### src/rtl/rst_interrupt_controller.sv
// Priority interrupt controller supplying RST opcodes to an 8080-style core.
// Mask/EOI/status registers live on the CPU port bus at PORT_BASE..PORT_BASE+2.
module rst_interrupt_controller #(
  parameter int unsigned CHANNELS  = 8,
  parameter logic [7:0]  PORT_BASE = 8'h00,
  parameter bit          EDGE      = 1'b1,
  parameter int unsigned RST_BASE  = 0
) (
  input  logic                clock,
  input  logic                reset,
  input  logic                ce,
  input  logic [CHANNELS-1:0] irq_in,
  input  logic [7:0]          port,
  input  logic                port_we,
  input  logic [7:0]          port_wdata,
  output logic [7:0]          port_rdata,
  output logic                irq,
  input  logic                inta,
  output logic [7:0]          vector
);

  localparam logic [7:0] P_IMR   = PORT_BASE;
  localparam logic [7:0] P_CMD   = PORT_BASE + 8'd1;
  localparam logic [7:0] P_IRR   = PORT_BASE + 8'd2;
  localparam logic [2:0] RST_OFS = 3'(RST_BASE % 8);

  logic [CHANNELS-1:0] r_imr, r_isr, r_irr, r_hist;
  logic                r_irq;
  logic [7:0]          r_vector;

  logic [CHANNELS-1:0] w_pending, w_win_onehot, w_isr_low;
  logic [CHANNELS-1:0] w_eoi_mask, w_isr_set, w_isr_next, w_irr_next;
  logic [2:0]          w_win_idx, w_isr_idx;
  logic                w_win_valid, w_isr_any, w_eligible;
  logic                w_wr_imr, w_wr_cmd;
  logic [7:0]          w_vec_next;

  // Lowest-index search for both the pending winner and the highest in-service level
  always_comb begin
    w_pending    = r_irr & ~r_imr;
    w_win_valid  = 1'b0;
    w_win_idx    = '0;
    w_win_onehot = '0;
    w_isr_any    = 1'b0;
    w_isr_idx    = '0;
    w_isr_low    = '0;
    for (int unsigned i = 0; i < CHANNELS; i++) begin
      if (w_pending[i] && !w_win_valid) begin
        w_win_valid     = 1'b1;
        w_win_idx       = 3'(i);
        w_win_onehot[i] = 1'b1;
      end
      if (r_isr[i] && !w_isr_any) begin
        w_isr_any    = 1'b1;
        w_isr_idx    = 3'(i);
        w_isr_low[i] = 1'b1;
      end
    end
    w_eligible = w_win_valid && (!w_isr_any || (w_win_idx < w_isr_idx));
  end

  always_comb begin
    w_wr_imr   = port_we && (port == P_IMR);
    w_wr_cmd   = port_we && (port == P_CMD);
    w_eoi_mask = '0;
    if (w_wr_cmd && port_wdata[7]) w_eoi_mask = w_isr_low;
    if (w_wr_cmd && port_wdata[6]) begin
      for (int unsigned i = 0; i < CHANNELS; i++) begin
        if (port_wdata[2:0] == 3'(i)) w_eoi_mask[i] = 1'b1;
      end
    end
    w_isr_set  = (inta && w_eligible) ? w_win_onehot : '0;
    // EOI clears before the acknowledge sets, so a same-bit collision leaves it set
    w_isr_next = (r_isr & ~w_eoi_mask) | w_isr_set;
    if (EDGE) begin
      w_irr_next = (w_wr_cmd && port_wdata[0]) ? '0 : (r_irr & ~w_isr_set);
      w_irr_next = w_irr_next | (irq_in & ~r_hist);
    end else begin
      w_irr_next = irq_in;
    end
    w_vec_next = r_vector;
    if (inta) w_vec_next = w_eligible ? {2'b11, w_win_idx + RST_OFS, 3'b111} : 8'hFF;
  end

  always_ff @(posedge clock) begin
    if (reset) begin
      r_imr    <= '1;
      r_isr    <= '0;
      r_irr    <= '0;
      r_hist   <= irq_in;
      r_irq    <= 1'b0;
      r_vector <= 8'hFF;
    end else if (ce) begin
      if (w_wr_imr) r_imr <= port_wdata[CHANNELS-1:0];
      r_isr    <= w_isr_next;
      r_irr    <= w_irr_next;
      r_hist   <= irq_in;
      r_irq    <= w_eligible;
      r_vector <= w_vec_next;
    end
  end

  always_comb begin
    port_rdata = '0;
    case (port)
      P_IMR:   port_rdata[CHANNELS-1:0] = r_imr;
      P_CMD:   port_rdata[CHANNELS-1:0] = r_isr;
      P_IRR:   port_rdata[CHANNELS-1:0] = r_irr;
      default: port_rdata = '0;
    endcase
  end

  assign irq    = r_irq;
  assign vector = r_vector;

endmodule

### config.mk
export PLATFORM = sky130hd
export DESIGN_NAME = rst_interrupt_controller
export DESIGN_NICKNAME = d
export VERILOG_FILES = /design/src/rtl/rst_interrupt_controller.sv
export SDC_FILE = /design/constraint.sdc
export NUM_CORES = 1
export LEC_CHECK = 0
export BUFFER_PORTS_ARGS = -buffer_cell sky130_fd_sc_hd__buf_2
export CORE_MARGIN = 5
export CORE_UTILIZATION = 45
export DETAILED_ROUTE_END_ITERATION = 7
export PLACE_DENSITY = 0.68
export SLEW_MARGIN = 20
export SYNTH_ARGS = -nofsm -noshare
export SYNTH_HDL_FRONTEND = slang
export SYNTH_SLANG_ARGS = --single-unit
### constraint.sdc
create_clock -name clock -period 7 [get_ports clock]
set_input_delay 0.35 -clock clock [delete_from_list [all_inputs] [get_ports clock]]
set_output_delay 0.35 -clock clock [all_outputs]
set_load 0.05 [all_outputs]
## Word-level counts from Yosys, hierarchy flattened

Cells that the tools add are included.

- Output and inout port bits: 17
- Bits in registers: 41
- Logic and storage cells: 128

- $lt $le $gt $ge: 1
- Equal/unequal tests: 9
- Mux-type cells: 60
- Bitwise gates (word level): 10
- Reductions and logical operators: 42

Operator list:

| cell | number |
|---|---|
| two-way mux 8 bit | 6 |
| two-way mux 1 bit | 40 |
| two-way mux 3 bit | 12 |
| bitwise AND 8 bit | 4 |
| NOT 8 bit | 4 |
| case mux 8 bit (3 select lines) | 1 |
| logical AND 1 bit | 21 |
| OR 8 bit | 2 |
| zero test 1 bit | 15 |
| == test 3 bit, second input constant | 4 |
| == test 8 x 1 -> 1 bit, second input constant | 1 |
| == test 8 x 2 -> 1 bit, second input constant | 1 |
| zero test 8 bit | 1 |
| == test 3 x 2 -> 1 bit, second input constant | 2 |
| two-way mux 6 bit | 1 |
| AND reduction 2 bit | 2 |
| == test 3 x 1 -> 1 bit, second input constant | 1 |
| zero test 3 bit | 1 |
| less-than comparator 3 bit | 1 |
| nonzero test 2 bit | 1 |
| logical OR 1 bit | 1 |

## Logic depth before layout (Yosys ltp)

- Depth in word-level cells: 33
- Depth in mapped cells: 10

## Worst setup path before layout

No wires, ideal clock.

- Path type: reg2reg
- Start: reg r_irr[1]
- End: reg r_irr[2]
- Slack: 4.474 ns
- Arrival time: 2.401 ns
- Stages on the path, launching flop included: 11
- Clock period less this slack: 2.526 ns
- Path through: dfxtp_1 -> nor2b_1 -> nor4_4 -> nand3_1 -> o211ai_1 -> ha_1 -> o21a_1 -> o2bb2ai_2 -> o21ai_2 -> buf_6 -> o41a_1

- Cells in the longest elaborated chain, start to end: 30
- Elaborated cells on any way between the ends: 38

RTL lines:

| element | line | RTL |
|---|---|---|
| from (decl) | 27 | `logic [CHANNELS-1:0] r_imr, r_isr, r_irr, r_hist;` |
| from (signal assigned) | 96 | `r_irr <= w_irr_next;` |
| bitwise AND 8 bit * | 40 | `w_pending = r_irr & ~r_imr;` |
| logical AND 1 bit * | 48 | `if (w_pending[i] && !w_win_valid) begin` |
| two-way mux 1 bit | 48 |  |
| zero test 1 bit | 48 |  |
| logical AND 1 bit | 48 |  |
| two-way mux 1 bit | 48 |  |
| zero test 1 bit | 48 |  |
| logical AND 1 bit | 48 |  |
| [... 14 more ...] | - |  |
| logical OR 1 bit | 59 | `w_eligible = w_win_valid && (!w_isr_any \|\| (w_win_idx < w_isr_idx));` |
| logical AND 1 bit | 59 |  |
| logical AND 1 bit | 72 | `w_isr_set = (inta && w_eligible) ? w_win_onehot : '0;` |
| two-way mux 8 bit * | 72 |  |
| NOT 8 bit * | 76 | `w_irr_next = (w_wr_cmd && port_wdata[0]) ? '0 : (r_irr & ~w_isr_set);` |
| bitwise AND 8 bit * | 76 |  |
| two-way mux 8 bit * | 76 |  |
| OR 8 bit * | 77 | `w_irr_next = w_irr_next \| (irq_in & ~r_hist);` |

Every way passes the cells marked *; elsewhere a longest branch is shown, timed or not.
A chain may end at the register's enable or synchronous reset.

## Final worst setup path

- Start: reg r_irr[1]
- End: reg r_irr[0]

- Cells in the longest elaborated chain, start to end: 30
- Elaborated cells on any way between the ends: 37

RTL lines:

| element | line |
|---|---|
| bitwise AND 8 bit * | 40 |
| logical AND 1 bit * | 48 |
| two-way mux 1 bit | 48 |
| zero test 1 bit | 48 |
| logical AND 1 bit | 48 |
| two-way mux 1 bit | 48 |
| zero test 1 bit | 48 |
| logical AND 1 bit | 48 |
| [... 14 more ...] | - |
| logical OR 1 bit | 59 |
| logical AND 1 bit * | 59 |
| logical AND 1 bit * | 72 |
| two-way mux 8 bit * | 72 |
| NOT 8 bit * | 76 |
| bitwise AND 8 bit * | 76 |
| two-way mux 8 bit * | 76 |
| OR 8 bit * | 77 |

Marks and branches as above.

==> summary.txt <==
Power
  • PwrDens: 174 nW/µm²
  • VDD IR-drop max: 0.149 mV
  • Leak Pwr: 0.993 nW

Setup path
  • Setup crit start kind: flop
  • CP arrival: 3040 ps
  • Critical Path RT: 7180 ps
  • Type of the worst setup path: flop to flop
  • Setup crit end kind: flop
  • Critical-path maximum fanout: 12

Routing
  • Total Wirelength: 6120 µm
  • DRC: 0
  • Vias per inst: 5.90
  • Avg WL per Cell: 18.2 µm
  • Detail Route Antenna Nets: 0
  • DR pass1 iterations: 4
  • First DRT Iteration DRCs: 182
  • Vias post-DR: 1988

Placement
  • Place WS: 4160 ps
  • Post-DP HPWL: 4670 µm
  • Port Buffers: 40
  • RePlAce Congestion: 0.924

GRT
  • Number of antenna violations at the first check in global routing: 0
  • First-pass GRT wire length: 9950 µm
  • Vias in the first global route: 2001
  • Gr ovfl total: 0
  • Largest net degree at the start of global routing: 24
  • All-Layer GR Usage: 20.8%

Clocking
  • CTS Root Cell: clkbuf_8
  • Post-CTS Setup Inserts: 0
  • H-tree levels: 2
  • CTS clk-pin slew, worst paths: 80 ps
  • CTS Buffer Depth: 2
  • Num CTS Buffers: 5
  • # clock sinks: 36
  • CTS tree: done
  • Worst-Skew Late Latency: 290 ps
  • Post-CTS sizing: 0
  • Post-CTS Hold Buffers: 0

Yosys
  • Main synth FF type: dfxtp_1
  • Synth top area share: 26.0%
  • Avg Inst Size Synth: 8.63 µm²
  • Post-synth top area cell: dfxtp_1
  • Ys async rst share: 0%
  • Synth unique cells: 58
  • Number of flops mapped to enable cells by yosys: 8
  • Cells after synthesis: 250
  • Top post-synthesis cells by area: dfxtp_1, edfxtp_1, mux2i_1
  • Synth Cell Area: 2160 µm²
  • Ys Warns: 0
  • Sequential share of the synthesized area: 37.1%
  • Synth Register Bits: 36

Floorplan
  • Die ar.: 6280 µm²
  • Starting Density: 46.0%
  • # IOs: 46
  • Die Width: 79.3 µm
  • Core Footprint: 4690 µm²
  • Die Y: 79.3 µm
  • # rows: 25

STA
  • Final TNS setup: 0 ps
  • Worst Tran Pin Value: 689 ps
  • Slew Limit Fails: 0
  • Part of the cycle the worst path needs: 40.9%
  • Worst clock skew: 6.08 ps
  • Final worst slack: 4130 ps
  • Final Hold Fails: 0
  • RSZ-0062 raised after global routing: no
  • Peak Freq: 0.349 GHz
  • Worst rel slew slack: 54.0%
  • Setup violators final: 0
  • Final min period: 2870 ps

Final layout
  • Layout area overhead: 11.9%
  • Fin nets: 313
  • Most common cell after layout, fill and taps aside: buf_2
  • Fillers: 469
  • Share of layout cells above drive strength 1: 20.8%
  • Most frequent cells in the layout: buf_2, nor2_1, dfxtp_1, nand2_1, a21oi_1
  • Antenna Cells: 0

Outcome
  • Outcome: completed

Job
  • Max-Cap Viols: 0

Min path
  • Type of the tightest min-delay check: input pin to flop
==> cell families (layout without fill, tap and decap cells) <==
group | after synthesis | in the layout | synth area share, %
muxes | 15 | 15 | 6.96
other | 1 | 5 | 0.174
adders and majority gates | 2 | 2 | 1.16
DFF | 36 | 36 | 37.1
buffers and inverters | 24 | 53 | 5.80
and+or+nand+nor | 107 | 107 | 26.2
AOI/OAI and AO/OA | 65 | 65 | 22.6
==> registers in the layout (all words and copies together) (netlist names) <==
signal,cells
vector,3
r_imr,8
r_irr,8
r_isr,8
irq,1
r_hist,8
==> layout make-up <==
class | count | area, µm² | share of cell area, %
multi-input cells | 194 | 1250 | 51.6
flip-flops and latches | 36 | 801 | 33.1
repair buffers | 40 | 200 | 8.29
clock buffers | 7 | 76.3 | 3.16
well taps | 54 | 67.6 | 2.80
inverters | 5 | 18.8 | 0.777
clock inverters | 1 | 5.00 | 0.207
==> final timing paths <==
check             startpoint        end  slack [ps]  depth (start not counted)
setup / recovery    r_irr[1]   r_irr[0]        4130                          9
hold / removal     irq_in[7]  r_hist[7]         240                          1
setup reg to reg    r_irr[1]   r_irr[0]        4130                          9
hold reg to reg    vector[3]  vector[3]         490                          1
==> per-stage QoR <==
stage	total power, mW	hold WS [ps]	std cells	util (%)	instance area (µm²)
after floorplan	0.265	449	254	-	2170
after global placement	0.279	460	329	49.8	2330
after detailed placement	0.280	470	329	49.8	2330
after CTS	0.422	240	337	51.5	2420
after global routing	0.441	240	337	51.5	2420
final	0.421	242	337	51.5	2420
==> synth_stat cells, types with 6 or more instances <==
| master | instances |
|---|---|
| nand3_1 | 7 |
| nand2_1 | 22 |
| o211ai_1 | 6 |
| nor2b_1 | 15 |
| clkbuf_1 | 10 |
| dfxtp_1 | 28 |
| o31ai_1 | 6 |
| a21oi_1 | 18 |
| edfxtp_1 | 8 |
| mux2i_1 | 15 |
| nand2b_1 | 6 |
| nor2_1 | 33 |
==> report_power, final <==
part	leakage, nW	internal, mW	switching, mW	total (mW)
logic	0.642	0.0183	0.0327	0.0510
clock network	0.0422	0.0699	0.0758	0.146
registers	0.309	0.220	0.00437	0.225
==> per-layer routing <==
metal / global-route usage, % / vias up / part of all wire (%)
li1: - / 983 / -
met1: 27.9 / 920 / 45
met2: 32.2 / 74 / 45
met3: 4.42 / 11 / 6.6
met4: 8.93 / 0 / 2.6
met5: 0 / - / 0
==> worst max-delay path, cell delays in order (launching register included) <==
cell and delay (ps):
dfxtp_1 340, nor2b_1 200, nor4_4 420, nand3_1 220, o211ai_1 180, ha_1 260
o21a_1 200, o2bb2ai_2 220, o21ai_2 210, o41a_2 510
Note: power is estimated with default switching activity, not from simulation.
